===== src/rtl/pipe_flow_ctrl_pkg.sv =====
// rtl/pipe_flow_ctrl_pkg.sv - shared types and constants for the pipeline flow controller
package pipe_flow_ctrl_pkg;

    localparam int DRAIN_CYCLES_DEF = 3;
    localparam int PERF_W_DEF       = 16;

    typedef enum logic [2:0] {
        ST_INIT,
        ST_RUN,
        ST_MEMWAIT,
        ST_DRAIN,
        ST_HALTED
    } pipe_ctrl_state_e;

    typedef struct packed {
        logic pc_write;
        logic if_id_write;
        logic if_id_flush;
        logic id_ex_write;
        logic id_ex_flush;
        logic ex_mem_write;
        logic mem_wb_write;
    } pipe_ctrl_t;

    // Flush bits override the matching write bit inside the pipe registers.
    localparam pipe_ctrl_t CTRL_FREEZE = pipe_ctrl_t'(7'b000_0000);
    localparam pipe_ctrl_t CTRL_CLEAR  = pipe_ctrl_t'(7'b001_0100);
    localparam pipe_ctrl_t CTRL_RUN    = pipe_ctrl_t'(7'b110_1011);
    localparam pipe_ctrl_t CTRL_BRANCH = pipe_ctrl_t'(7'b111_1111);
    localparam pipe_ctrl_t CTRL_BUBBLE = pipe_ctrl_t'(7'b000_1111);
    localparam pipe_ctrl_t CTRL_DRAIN  = pipe_ctrl_t'(7'b011_1111);

endpackage


===== src/rtl/pipe_flow_ctrl_hazard.sv =====
// rtl/pipe_flow_ctrl_hazard.sv - load-use hazard compare between ID/EX load and IF/ID sources
module pipe_hazard_detect (
    input  logic [4:0] id_rs1,
    input  logic [4:0] id_rs2,
    input  logic       ex_memread,
    input  logic [4:0] ex_rd,
    output logic       load_use_stall
);

    // x0 is never a real dependency, so a load targeting it cannot stall.
    assign load_use_stall = ex_memread && (ex_rd != 5'd0) &&
                            ((ex_rd == id_rs1) || (ex_rd == id_rs2));

endmodule


===== src/rtl/pipe_flow_ctrl.sv =====
// rtl/pipe_flow_ctrl.sv - pipeline register enable/flush sequencer with stall, flush and halt drain
module pipe_flow_ctrl
    import pipe_flow_ctrl_pkg::*;
#(
    parameter int DRAIN_CYCLES = DRAIN_CYCLES_DEF,
    parameter int PERF_W       = PERF_W_DEF
) (
    input  logic              clk,
    input  logic              reset,
    input  logic [4:0]        id_rs1,
    input  logic [4:0]        id_rs2,
    input  logic              ex_memread,
    input  logic [4:0]        ex_rd,
    input  logic              ex_halt,
    input  logic              ex_pc_sel,
    input  logic              mem_access,
    input  logic              dmem_ready,
    output logic              pc_write,
    output logic              if_id_write,
    output logic              if_id_flush,
    output logic              id_ex_write,
    output logic              id_ex_flush,
    output logic              ex_mem_write,
    output logic              mem_wb_write,
    output logic              halted,
    output logic [PERF_W-1:0] stall_cnt,
    output logic [PERF_W-1:0] flush_cnt
);

    localparam int                 DCNT_W     = (DRAIN_CYCLES > 1) ? $clog2(DRAIN_CYCLES) : 1;
    localparam logic [DCNT_W-1:0]  DRAIN_LOAD = DCNT_W'(DRAIN_CYCLES - 1);
    localparam logic [PERF_W-1:0]  PERF_MAX   = '1;

    pipe_ctrl_state_e  state_q, state_d;
    logic              ret_drain_q, ret_drain_d;
    logic [DCNT_W-1:0] drain_cnt_q, drain_cnt_d;
    logic [PERF_W-1:0] stall_cnt_q, stall_cnt_d;
    logic [PERF_W-1:0] flush_cnt_q, flush_cnt_d;

    pipe_ctrl_t ctrl;
    logic       load_use_stall;
    logic       mem_wait;
    logic       stall_inc;
    logic       flush_inc;

    pipe_hazard_detect u_hazard (
        .id_rs1         (id_rs1),
        .id_rs2         (id_rs2),
        .ex_memread     (ex_memread),
        .ex_rd          (ex_rd),
        .load_use_stall (load_use_stall)
    );

    assign mem_wait = mem_access && !dmem_ready;

    always_comb begin
        state_d     = state_q;
        ret_drain_d = ret_drain_q;
        drain_cnt_d = drain_cnt_q;
        ctrl        = CTRL_RUN;
        stall_inc   = 1'b0;
        flush_inc   = 1'b0;
        halted      = 1'b0;
        case (state_q)
            ST_INIT: begin
                ctrl    = CTRL_CLEAR;
                state_d = ST_RUN;
            end
            ST_RUN: begin
                if (mem_wait) begin
                    ctrl        = CTRL_FREEZE;
                    stall_inc   = 1'b1;
                    ret_drain_d = 1'b0;
                    state_d     = ST_MEMWAIT;
                end else if (ex_halt) begin
                    ctrl        = CTRL_DRAIN;
                    drain_cnt_d = DRAIN_LOAD;
                    state_d     = ST_DRAIN;
                end else if (ex_pc_sel) begin
                    ctrl      = CTRL_BRANCH;
                    flush_inc = 1'b1;
                end else if (load_use_stall) begin
                    ctrl      = CTRL_BUBBLE;
                    stall_inc = 1'b1;
                end
            end
            ST_MEMWAIT: begin
                if (!dmem_ready) begin
                    ctrl      = CTRL_FREEZE;
                    stall_inc = 1'b1;
                end else begin
                    state_d = ret_drain_q ? ST_DRAIN : ST_RUN;
                end
            end
            ST_DRAIN: begin
                if (mem_wait) begin
                    ctrl        = CTRL_FREEZE;
                    stall_inc   = 1'b1;
                    ret_drain_d = 1'b1;
                    state_d     = ST_MEMWAIT;
                end else begin
                    ctrl = CTRL_DRAIN;
                    if (drain_cnt_q == '0) begin
                        state_d = ST_HALTED;
                    end else begin
                        drain_cnt_d = drain_cnt_q - DCNT_W'(1);
                    end
                end
            end
            ST_HALTED: begin
                ctrl   = CTRL_FREEZE;
                halted = 1'b1;
            end
            default: begin
                ctrl    = CTRL_CLEAR;
                state_d = ST_INIT;
            end
        endcase

        stall_cnt_d = (stall_inc && stall_cnt_q != PERF_MAX) ? stall_cnt_q + PERF_W'(1) : stall_cnt_q;
        flush_cnt_d = (flush_inc && flush_cnt_q != PERF_MAX) ? flush_cnt_q + PERF_W'(1) : flush_cnt_q;
    end

    always_ff @(posedge clk or posedge reset) begin
        if (reset) begin
            state_q     <= ST_INIT;
            ret_drain_q <= 1'b0;
            drain_cnt_q <= '0;
            stall_cnt_q <= '0;
            flush_cnt_q <= '0;
        end else begin
            state_q     <= state_d;
            ret_drain_q <= ret_drain_d;
            drain_cnt_q <= drain_cnt_d;
            stall_cnt_q <= stall_cnt_d;
            flush_cnt_q <= flush_cnt_d;
        end
    end

    assign {pc_write, if_id_write, if_id_flush, id_ex_write,
            id_ex_flush, ex_mem_write, mem_wb_write} = ctrl;
    assign stall_cnt = stall_cnt_q;
    assign flush_cnt = flush_cnt_q;

endmodule


===== config.mk =====
export PLATFORM = sky130hd
export DESIGN_NAME = pipe_flow_ctrl
export DESIGN_NICKNAME = d
export VERILOG_FILES = /design/src/rtl/pipe_flow_ctrl_pkg.sv /design/src/rtl/pipe_flow_ctrl_hazard.sv /design/src/rtl/pipe_flow_ctrl.sv
export SDC_FILE = /design/constraint.sdc
export NUM_CORES = 1
export LEC_CHECK = 0
export CORE_MARGIN = 3
export CORE_UTILIZATION = 36
export CTS_CLUSTER_DIAMETER = 80
export DETAILED_ROUTE_END_ITERATION = 10
export HOLD_SLACK_MARGIN = 0.06
export PLACE_DENSITY = 0.68
export SETUP_SLACK_MARGIN = 0.3
export SLEW_MARGIN = 20
export SYNTH_ARGS = -nofsm -noshare
export SYNTH_HDL_FRONTEND = slang
export SYNTH_SLANG_ARGS = --single-unit

===== constraint.sdc =====
create_clock -name clk -period 2.9 [get_ports clk]
set_clock_uncertainty 0.05 [all_clocks]
set_input_delay 0.58 -clock clk [delete_from_list [all_inputs] [get_ports clk]]
set_output_delay 0.58 -clock clk [all_outputs]
set_load 0.1 [all_outputs]

==> impl_results.md, run 1 <==
- Die H: ~83 um
- CORE AREA: 5610 sq um
- Fin nets: 320
- EDFF count, synth: 0
- RSZ-0062 raised after global routing: true
- Reg clk slew, reported paths: approximately 0.070 ns
- Clk sinks: 38
- WHS Path Cells: 1
- Fin crit period: around 2.7 ns
- Fmax: roughly 0.37 GHz
- All-Layer GR Usage: 14.1%
- First-pass GRT wire length: roughly 8.1 mm
- Synth Area per Inst: 9.97 sq um
- Largest net degree at the start of global routing: 39
- Initial antenna violation count: 0
- Final hold vios: 0
- Final instance area: about 3200 sq um
- Buffers on Ports: between 60 and 70
- Vias in the first global route: ~1700
- Synth area leaders: dfrtp_1 (45%), xnor2_1 (9.9%), xor2_1 (4.9%), nand2_1 (4.4%), nand3_1 (2.6%)
- Ratio of cells with drive above 1 in the final layout: 38.5%
- Clk Latency, worst-skew pair: slightly below 0.3 ns
- Die area: 6860 sq um
- Synthesized area: 2120 sq um
- WHS: 0.444 ns
- Max cap viols: 0
- Worst Hold End: stall_cnt[3]
- Pwr dens: between 900 and 1000 nW/um^2
- Router iterations before antenna repair: 4
- Worst slew margin: 68.1%
- Vias per cell: 4.95
- Total global routing overflow: 0
- R2R depth: 6
- Placed wire-length estimate: 3.52 mm
- Buffer depth of the longest clock path: 2
- RD Place Congestion: 0.766
- Worst R2R End: flush_cnt[13]
- HP Start: stall_cnt[3]
- Row count: 27
- CTS tree: built
- Area after DPL: 3000 sq um
- FF+latch area: 953 sq um
- Die X-Extent: 82.8 um
- WL/cell: 12.8 um
- Cell count after synthesis: 213
- Area Growth Syn to Fin: 51.6%
- Via Count: 1820
- Hold_buf cts: 0
- Final setup viols: 0
- Multi-input logic area: between 1000 and 1500 sq um
- Worst vdd ir: between 0.7 and 0.8 mV
- Top cell type's share of synthesized area: 44.8%
- Hold Crit Class: flip-flop to flip-flop
- Mapped Nets: 238
- Fill cell count: 510
- Root buf cell: clkbuf_8
- Element type at the critical path start: input port
- Drt total wl: ~4.7 mm
- FF+latch count, synth: 38
- Antenna Nets Post-Route: 0
- Asr flop ratio synth: 100%
- Worst R2R Start: state_q[1]
- Commonest non-fill, non-tap cell in the layout: buf_4
- Distinct cells, synth: 52
- WS Path Type: input port to output pin
- Largest area contributor in the netlist: dfrtp_1
- Worst Max-Slew Pin Slew: 0.479 ns
- CP required: 2.27 ns
- Cts bufs inserted: 5
- Final Max Tran Viols: 0
- CP Max Fanout: 2
- Sequential fraction of the synthesis area: 44.8%
- Leak pwr: 1.43 nW
- CP arrival: 2.07 ns
- Final core utilization: a little under three fifths
- Initial DRC count: 28
- Htree depth: 2
- R2R setup slack: about 0.74 ns
- IO Pins: 62
- Outcome: completed
- Primary FF master, synth: dfrtp_1
- Drt drc: 0
- Starting Density: 37.9%
- Worst setup EP type: output pin
- Period utilisation layout: 92.9%
- Ys Warns: 0
- # diodes: 0
- Most frequent cells in the layout: buf_4 (49), dfrtp_1 (36), nand2_1 (23)
cell usage after synthesis, types with 2 or more instances:
master,n
a21oi_1,4
and2_1,2
buf_4,3
dfrtp_1,38
ha_1,3
inv_1,7
mux2_1,3
nand2_1,25
nand2b_1,6
nand3_1,11
nand4_1,8
nor2_1,12
nor2b_1,3
nor3_1,8
nor3b_1,2
nor4b_1,2
o21ai_0,5
o22ai_1,2
o32ai_1,2
xnor2_1,24
xor2_1,12
per-layer routing:
| metal | track usage (%) | share of wire, % | vias up |
|---|---|---|---|
| li1 | - | - | 904 |
| met1 | 17.9 | 44 | 872 |
| met2 | 23.1 | 49 | 39 |
| met3 | 3.47 | 5.0 | 5 |
| met4 | 5.65 | 1.0 | 0 |
| met5 | 0 | 0 | - |
state kept, by name (all words and copies together), names as in the netlist:
| name | flops |
|---|---|
| drain_cnt_q | 2 |
| flush_cnt | 16 |
| ret_drain_q | 1 |
| stall_cnt | 16 |
| state_q | 3 |
kinds of logic after synthesis:
group	Yosys count	share of synthesized area, %
adders and majority gates	3	1.77
and+or+nand+nor	95	24.7
xor gates and xnor gates	36	14.8
AOI/OAI and AO/OA	24	8.54
muxes	4	2.12
buffers and inverters	13	3.24
DFF	38	44.8
cell type report:
class	instances	area share [%]
Clock inverter	1	0.156
Clock buffer	7	2.68
Multi-Input combinational cell	162	40.5
Sequential cell	38	29.6
Inverter	7	0.816
Timing Repair Buffer	81	23.4
Tap cell	72	2.80
worst max path at each step:
stage | start | endpoint | cells past startpoint
floorplan | ex_rd[0] | pc_write | 5
global placement | ex_rd[0] | pc_write | 7
detailed placement | ex_rd[0] | pc_write | 7
CTS | ex_rd[3] | pc_write | 7
global route | ex_rd[3] | pc_write | 7
finish | ex_rd[3] | pc_write | 7
what timing repair did:
item | 4_1_cts | 5_1_grt
buffers inserted | 2 | 1
resized for setup | 47 | 19
endpoints found under the setup margin | 4 | 7
pin swaps | 20 | 11
gates cloned | 0 | 0
metrics by stage:
stage	TNS (ns)	worst slack [ns]	cells	power, W
3_5_place_dp	-0.233	-0.146	357	0.00279
5_1_grt	0	0.160	368	0.00333
2_1_floorplan	-0.0596	-0.0596	213	0.00227
6_report	0	0.205	368	0.00318
3_3_place_gp	-0.202	-0.141	357	0.00278
4_1_cts	0	0.194	367	0.00319
power by group:
group          switching [W]  internal (W)  total (W)
registers           0.000172      0.000651   0.000823
clock network       0.000179      0.000192   0.000371
logic                0.00137      0.000612    0.00198
total                0.00172       0.00145    0.00318
worst max-delay path, cell delays in order:
cell      delay (ns)
buf_6           0.09
or4_4           0.53
o21ai_4         0.15
nand2b_4        0.16
nor2_4          0.05
o32ai_4         0.28
buf_12          0.21
Note: power is estimated with default switching activity, not from simulation.
==> run 2, diff against run 1 <==
- CTS_BUF_LIST: unset -> sky130_fd_sc_hd__clkbuf_2 sky130_fd_sc_hd__clkbuf_4 sky130_fd_sc_hd__clkbuf_8
==> run 2 against run 1 <==
Net effect: clock-buffer cell count did not move; critical path depth unchanged; fmax is essentially flat; die area is the same; sequential share of layout area about the same; combinational power about the same; largest power group unchanged; highest routed layer unchanged.
==> impl_results.md, run 2 (synthesis gave the netlist of run 1 again) <==
- Outcome: completed
- Pwr dens: 990 nW/um^2 (+0.23%)
- WL/cell: 12.8 um (about the same)
- Initial DRC count: 25 (-11%)
- Leak pwr: 1.44 nW (+0.24%)
- Vias in the first global route: 1743 (-0.17%)
- Worst Max-Slew Pin Slew: 0.480 ns (+0.000548 ns)
- Row count: 27 (unchanged)
- Worst setup EP type: output pin
- Placed wire-length estimate: 3.52 mm (unchanged)
- Antenna Nets Post-Route: 0 (unchanged)
- WS Path Type: input port to output pin
- Router iterations before antenna repair: 4 (unchanged)
- Root buf cell: clkbuf_8
- Die H: 82.8 um (unchanged)
- Drt drc: 0 (unchanged)
- Die area: 6860 sq um (unchanged)
- Clk network pwr share: 12.0% (+0.3 points)
- CP required: 2.27 ns (about the same)
- Via Count: 1820 (unchanged)
- # diodes: 0 (unchanged)
- Fin crit period: 2.70 ns (-0.0000660 ns)
- Largest net degree at the start of global routing: 39 (unchanged)
- Setup TNS: 0 ns (unchanged)
- Worst slew margin: 68.0% (about the same)
- Final hold vios: 0 (unchanged)
- CP Max Fanout: 2 (unchanged)
- Worst vdd ir: 0.769 mV (about the same)
- Final setup viols: 0 (unchanged)
- Fin nets: 320 (unchanged)
- Starting Density: 37.9% (unchanged)
- Max cap viols: 0 (unchanged)
- Max stage delay on crit path: 0.53 ns (about the same)
- Period utilisation layout: 92.9% (about the same)
- NetSw: 0.00173 W (about the same)
- Crit path cell chain: buf_6 > or4_4 > o21ai_4 > nand2b_4 > nor2_4 > o32ai_4 > buf_12
- Total global routing overflow: 0 (unchanged)
- First-pass GRT wire length: 8.09 mm (about the same)
- RD Place Congestion: 0.766 (unchanged)
- IO Pins: 62 (unchanged)
- Buffers on Ports: 61 (unchanged)
- CP arrival: 2.07 ns (about the same)
- Final core utilization: 57.5% (+0.067 points)
- CTS tree: built
- Combinational share of power: 62.2% (-0.2 points)
- CORE AREA: 5610 sq um (unchanged)
- Initial antenna violation count: 0 (unchanged)
- Most frequent cells in the layout: buf_4 (49), dfrtp_1 (36), nand2_1 (23)
- Commonest non-fill, non-tap cell in the layout: buf_4
- Drt total wl: 4.72 mm (about the same)
- Vias per cell: 4.95 (unchanged)
- Sw frac: 54.1% (-0.14 points)
- Area Growth Syn to Fin: 51.7%
- Seq pwr share: 25.8% (about the same)
- Clk sinks: 38 (unchanged)
- Element type at the critical path start: input port
- Ratio of cells with drive above 1 in the final layout: 38.9% (+0.34 points)
- Fmax: 0.371 GHz (about the same)
- Cts bufs inserted: 5 (unchanged)
- Clk Latency, worst-skew pair: 0.29 ns (about the same)
- Crit-path slowest cell: or4_4
- Hold Crit Class: flip-flop to flip-flop
- Internal Power: 0.00146 W (+0.64%)
- Reg clk slew, reported paths: 0.07 ns (about the same)
- All-Layer GR Usage: 14.1% (unchanged)
- Buffer depth of the longest clock path: 2 (unchanged)
- RSZ-0062 raised after global routing: true
- Htree depth: 2 (unchanged)
- Die X-Extent: 82.8 um (unchanged)
- Final Max Tran Viols: 0 (unchanged)
-- run 2: final timing paths --
check	from	end	slack, ns	cells after the start
min	stall_cnt[3]	stall_cnt[3]	0.44	1
min reg2reg	stall_cnt[3]	stall_cnt[3]	0.44	1
min in group asynchronous	reset	flush_cnt[15]	0.65	3
max reg2reg	state_q[1]	flush_cnt[13]	0.73	6
max in group asynchronous	reset	stall_cnt[0]	1.78	3
max	ex_rd[3]	pc_write	0.20	7
-- run 2: metrics by stage --
step	total power (W)	hold WS (ns)	instances	setup WS [ns]	area (sq um)
global route	0.00334	0.467	368	0.160	3220
finish	0.00319	0.444	368	0.205	3220
floorplan	0.00227	0.400	213	-0.0596	2220
global placement	0.00278	0.421	357	-0.141	3000
detailed placement	0.00279	0.441	357	-0.146	3000
CTS	0.00320	0.451	367	0.194	3160
-- run 2: layout make-up --
class | count | area (sq um)
inverter | 7 | 26.3
clock inverter | 1 | 5.00
fill | 508 | 2390
clock buffer | 7 | 90.1
tap | 72 | 90.1
sequential | 38 | 953
multi-input combinational | 162 | 1300
timing repair buffer | 81 | 754
-- run 2: routing by layer --
layer | wire length (um) | track usage [%]
met5 | 0 | 0
met4 | 48 | 5.65
met3 | 223 | 3.47
met2 | 2340 | 23.0
met1 | 2100 | 18.0
-- run 2: power groups by stage --
stage          Clock [W]  Combinational, W  Sequential, W
2_1_floorplan          0          0.000924        0.00134
3_3_place_gp           0           0.00195       0.000827
3_5_place_dp           0           0.00197       0.000829
4_1_cts         0.000397           0.00198       0.000822
5_1_grt         0.000420           0.00207       0.000850
6_report        0.000381           0.00198       0.000823
-- run 2: what timing repair did --
| action | CTS | global route |
|---|---|---|
| hold buffers | 0 | 0 |
| gates resized for setup | 47 | 19 |
| endpoints found under the setup margin | 4 | 7 |
| pin swaps | 20 | 11 |
| buffers inserted | 2 | 1 |
-- run 2: worst max-delay path: cells and delay by family --
family	cells	cell delay (ns)
simple gates	3	0.74
buf+inv	2	0.30
compound gates	2	0.43
==> run 3, diff against run 2 <==
- CORE_ASPECT_RATIO: unset -> 1.1
==> run 3 against run 2 <==
Net effect: fmax is 0.53% lower; flip-flop and latch count stayed put; global-route usage is 0.85 points higher; largest cell class unchanged; hold slack worse by 0.0058 ns; cell count is 0.82% higher; sequential share of layout area is 0.55 points lower; worst setup slack worse by 0.014 ns; critical path depth stayed put; non-clock buffer count stayed put; clock power is 47% higher; routed wire length is 1.9% higher; critical path type unchanged.
==> impl_results.md, run 3 (synthesis gave the netlist of run 1 again) <==
- Outcome: completed
- Fin crit period: 2.71 ns (+0.0145 ns)
- WL/cell: 13.0 um (+1.0%)
- All-Layer GR Usage: 15.0% (+0.85 points)
- Htree depth: 2 (unchanged)
- Die area: 6860 sq um (about the same)
- Leak pwr: 1.46 nW (+1.4%)
- Total global routing overflow: 0 (unchanged)
- RSZ-0062 raised after global routing: true
- Drt drc: 0 (unchanged)
- Cts bufs inserted: 5 (unchanged)
- Fin nets: 320 (unchanged)
- Area after DPL: 3000 sq um (+0.13%)
- Worst setup EP type: output pin
- Pwr dens: 1030 nW/um^2 (+3.8%)
- CP arrival: 2.08 ns (about the same)
- Most frequent cells in the layout: buf_4 (49), dfrtp_1 (36), nand2_1 (24)
- Final std cells w/o fill: 371 (+0.82%)
- Vias per cell: 4.93 (-0.32%)
- Initial DRC count: 38 (+52%)
- Initial antenna violation count: 0 (unchanged)
- CP Max Fanout: 2 (unchanged)
- Fill cell count: 480 (-5.5%)
- Area Growth Syn to Fin: 54.6%
- FF+latch area: 953 sq um (unchanged)
- Via Count: 1829 (+0.49%)
- CTS tree: built
- Buffers on Ports: 61 (unchanged)
- Placed Cells: 360 (+0.84%)
- Vias in the first global route: 1828 (+4.9%)
- RD Place Congestion: 0.756 (-1.3%)
- Final Max Tran Viols: 0 (unchanged)
- Worst Max-Slew Pin Slew: 0.485 ns (+0.00551 ns)
- Final instance area: 3280 sq um (+1.9%)
- CORE AREA: 5540 sq um (-1.3%)
- Root buf cell: clkbuf_8
- Reg clk slew, reported paths: 0.08 ns (about the same)
- Final hold vios: 0 (unchanged)
- Largest net degree at the start of global routing: 39 (unchanged)
- Starting Density: 38.4% (+0.50 points)
- Router iterations before antenna repair: 4 (unchanged)
- Die H: 86.5 um (+4.5%)
- WS Path Type: input port to output pin
- Ratio of cells with drive above 1 in the final layout: 39.2% (+0.34 points)
- Final core utilization: 59.3% (+1.9 points)
- Antenna Nets Post-Route: 0 (unchanged)
- CP required: 2.27 ns (about the same)
- Worst vdd ir: 0.791 mV (+2.9%)
- IO Pins: 62 (unchanged)
- Buffer depth of the longest clock path: 2 (unchanged)
- Hold Crit Class: flip-flop to flip-flop
- Fmax: 0.369 GHz (-0.53%)
- Clk sinks: 38 (unchanged)
- Clk Latency, worst-skew pair: 0.29 ns (about the same)
- # diodes: 0 (unchanged)
- Worst slew margin: 67.7% (-0.37 points)
- Period utilisation layout: 93.4% (+0.50 points)
- Placed wire-length estimate: 3.52 mm (-0.14%)
- Final setup viols: 0 (unchanged)
- Row count: 28 (+3.7%)
- First-pass GRT wire length: 8.18 mm (+1.1%)
- Die X-Extent: 79.2 um (-4.3%)
- Element type at the critical path start: input port
- Max cap viols: 0 (unchanged)
- Commonest non-fill, non-tap cell in the layout: buf_4
- Drt total wl: 4.81 mm (+1.9%)
- Multi-input logic area: 1320 sq um (+0.96%)
## run 3: cell count changes in the layout (fill, tap and decap cells not counted), moves of 2 or more
cell       change
xnor2_2        -2
xnor2_4        +2
buf_2          +4
clkbuf_2       -3
bufinv_16      +2
## run 3: report_power, final
part	switching (W)	total [W]	leakage [nW]	internal, W
registers	0.000175	0.000825	0.478	0.000650
logic	0.00138	0.00199	0.908	0.000610
clock network	0.000193	0.000560	0.0714	0.000367
## run 3: cell type report
class | instances | share of cell area [%]
clock buffers | 6 | 2.52
clock inverters | 2 | 1.83
inverters | 7 | 0.800
multi-input cells | 162 | 40.1
flip-flops and latches | 38 | 29.0
well taps | 75 | 2.86
repair buffers | 81 | 22.9
## run 3: critical path, cell delays in order
cell	delay (ns)
buf_6	0.09
or4_4	0.52
o21ai_2	0.15
nand2b_4	0.17
nor2_4	0.05
o32ai_4	0.31
buf_12	0.21
## run 3: through the flow
step                      worst slack (ns)  TNS (ns)  hold WS (ns)  total power [W]
after floorplan                    -0.0596   -0.0596         0.400          0.00227
after global placement              -0.132    -0.329         0.417          0.00278
after detailed placement            -0.179    -0.404         0.432          0.00279
after CTS                            0.162         0         0.445          0.00338
after global routing                 0.162         0         0.465          0.00354
final                                0.190         0         0.439          0.00337
## run 3: final timing paths
| check | from | end | slack [ns] | cells past startpoint |
|---|---|---|---|---|
| setup / recovery | ex_rd[2] | pc_write | 0.19 | 7 |
| hold / removal | stall_cnt[3] | stall_cnt[3] | 0.44 | 1 |
| setup reg to reg | state_q[1] | stall_cnt[7] | 0.70 | 7 |
| hold reg to reg | stall_cnt[3] | stall_cnt[3] | 0.44 | 1 |
| max in group asynchronous | reset | stall_cnt[1] | 1.81 | 3 |
| min in group asynchronous | reset | flush_cnt[3] | 0.64 | 3 |
## run 3: repair_timing
| item | 4_1_cts | 5_1_grt |
|---|---|---|
| hold buffers | 0 | 0 |
| setup endpoints to repair | 4 | 7 |
| setup buffers | 2 | 1 |
| pin swaps | 21 | 10 |
| resized for setup | 63 | 10 |
## run 3: routing by layer
| metal | routed length (um) | track usage [%] | vias up | share of wire [%] |
|---|---|---|---|---|
| met4 | 60 | 5.63 | 0 | 1.2 |
| met3 | 208 | 3.64 | 7 | 4.3 |
| met1 | 2130 | 19.5 | 867 | 44 |
| met2 | 2400 | 24.1 | 43 | 50 |
| met5 | 0 | 0 | - | 0 |
| li1 | - | - | 912 | - |
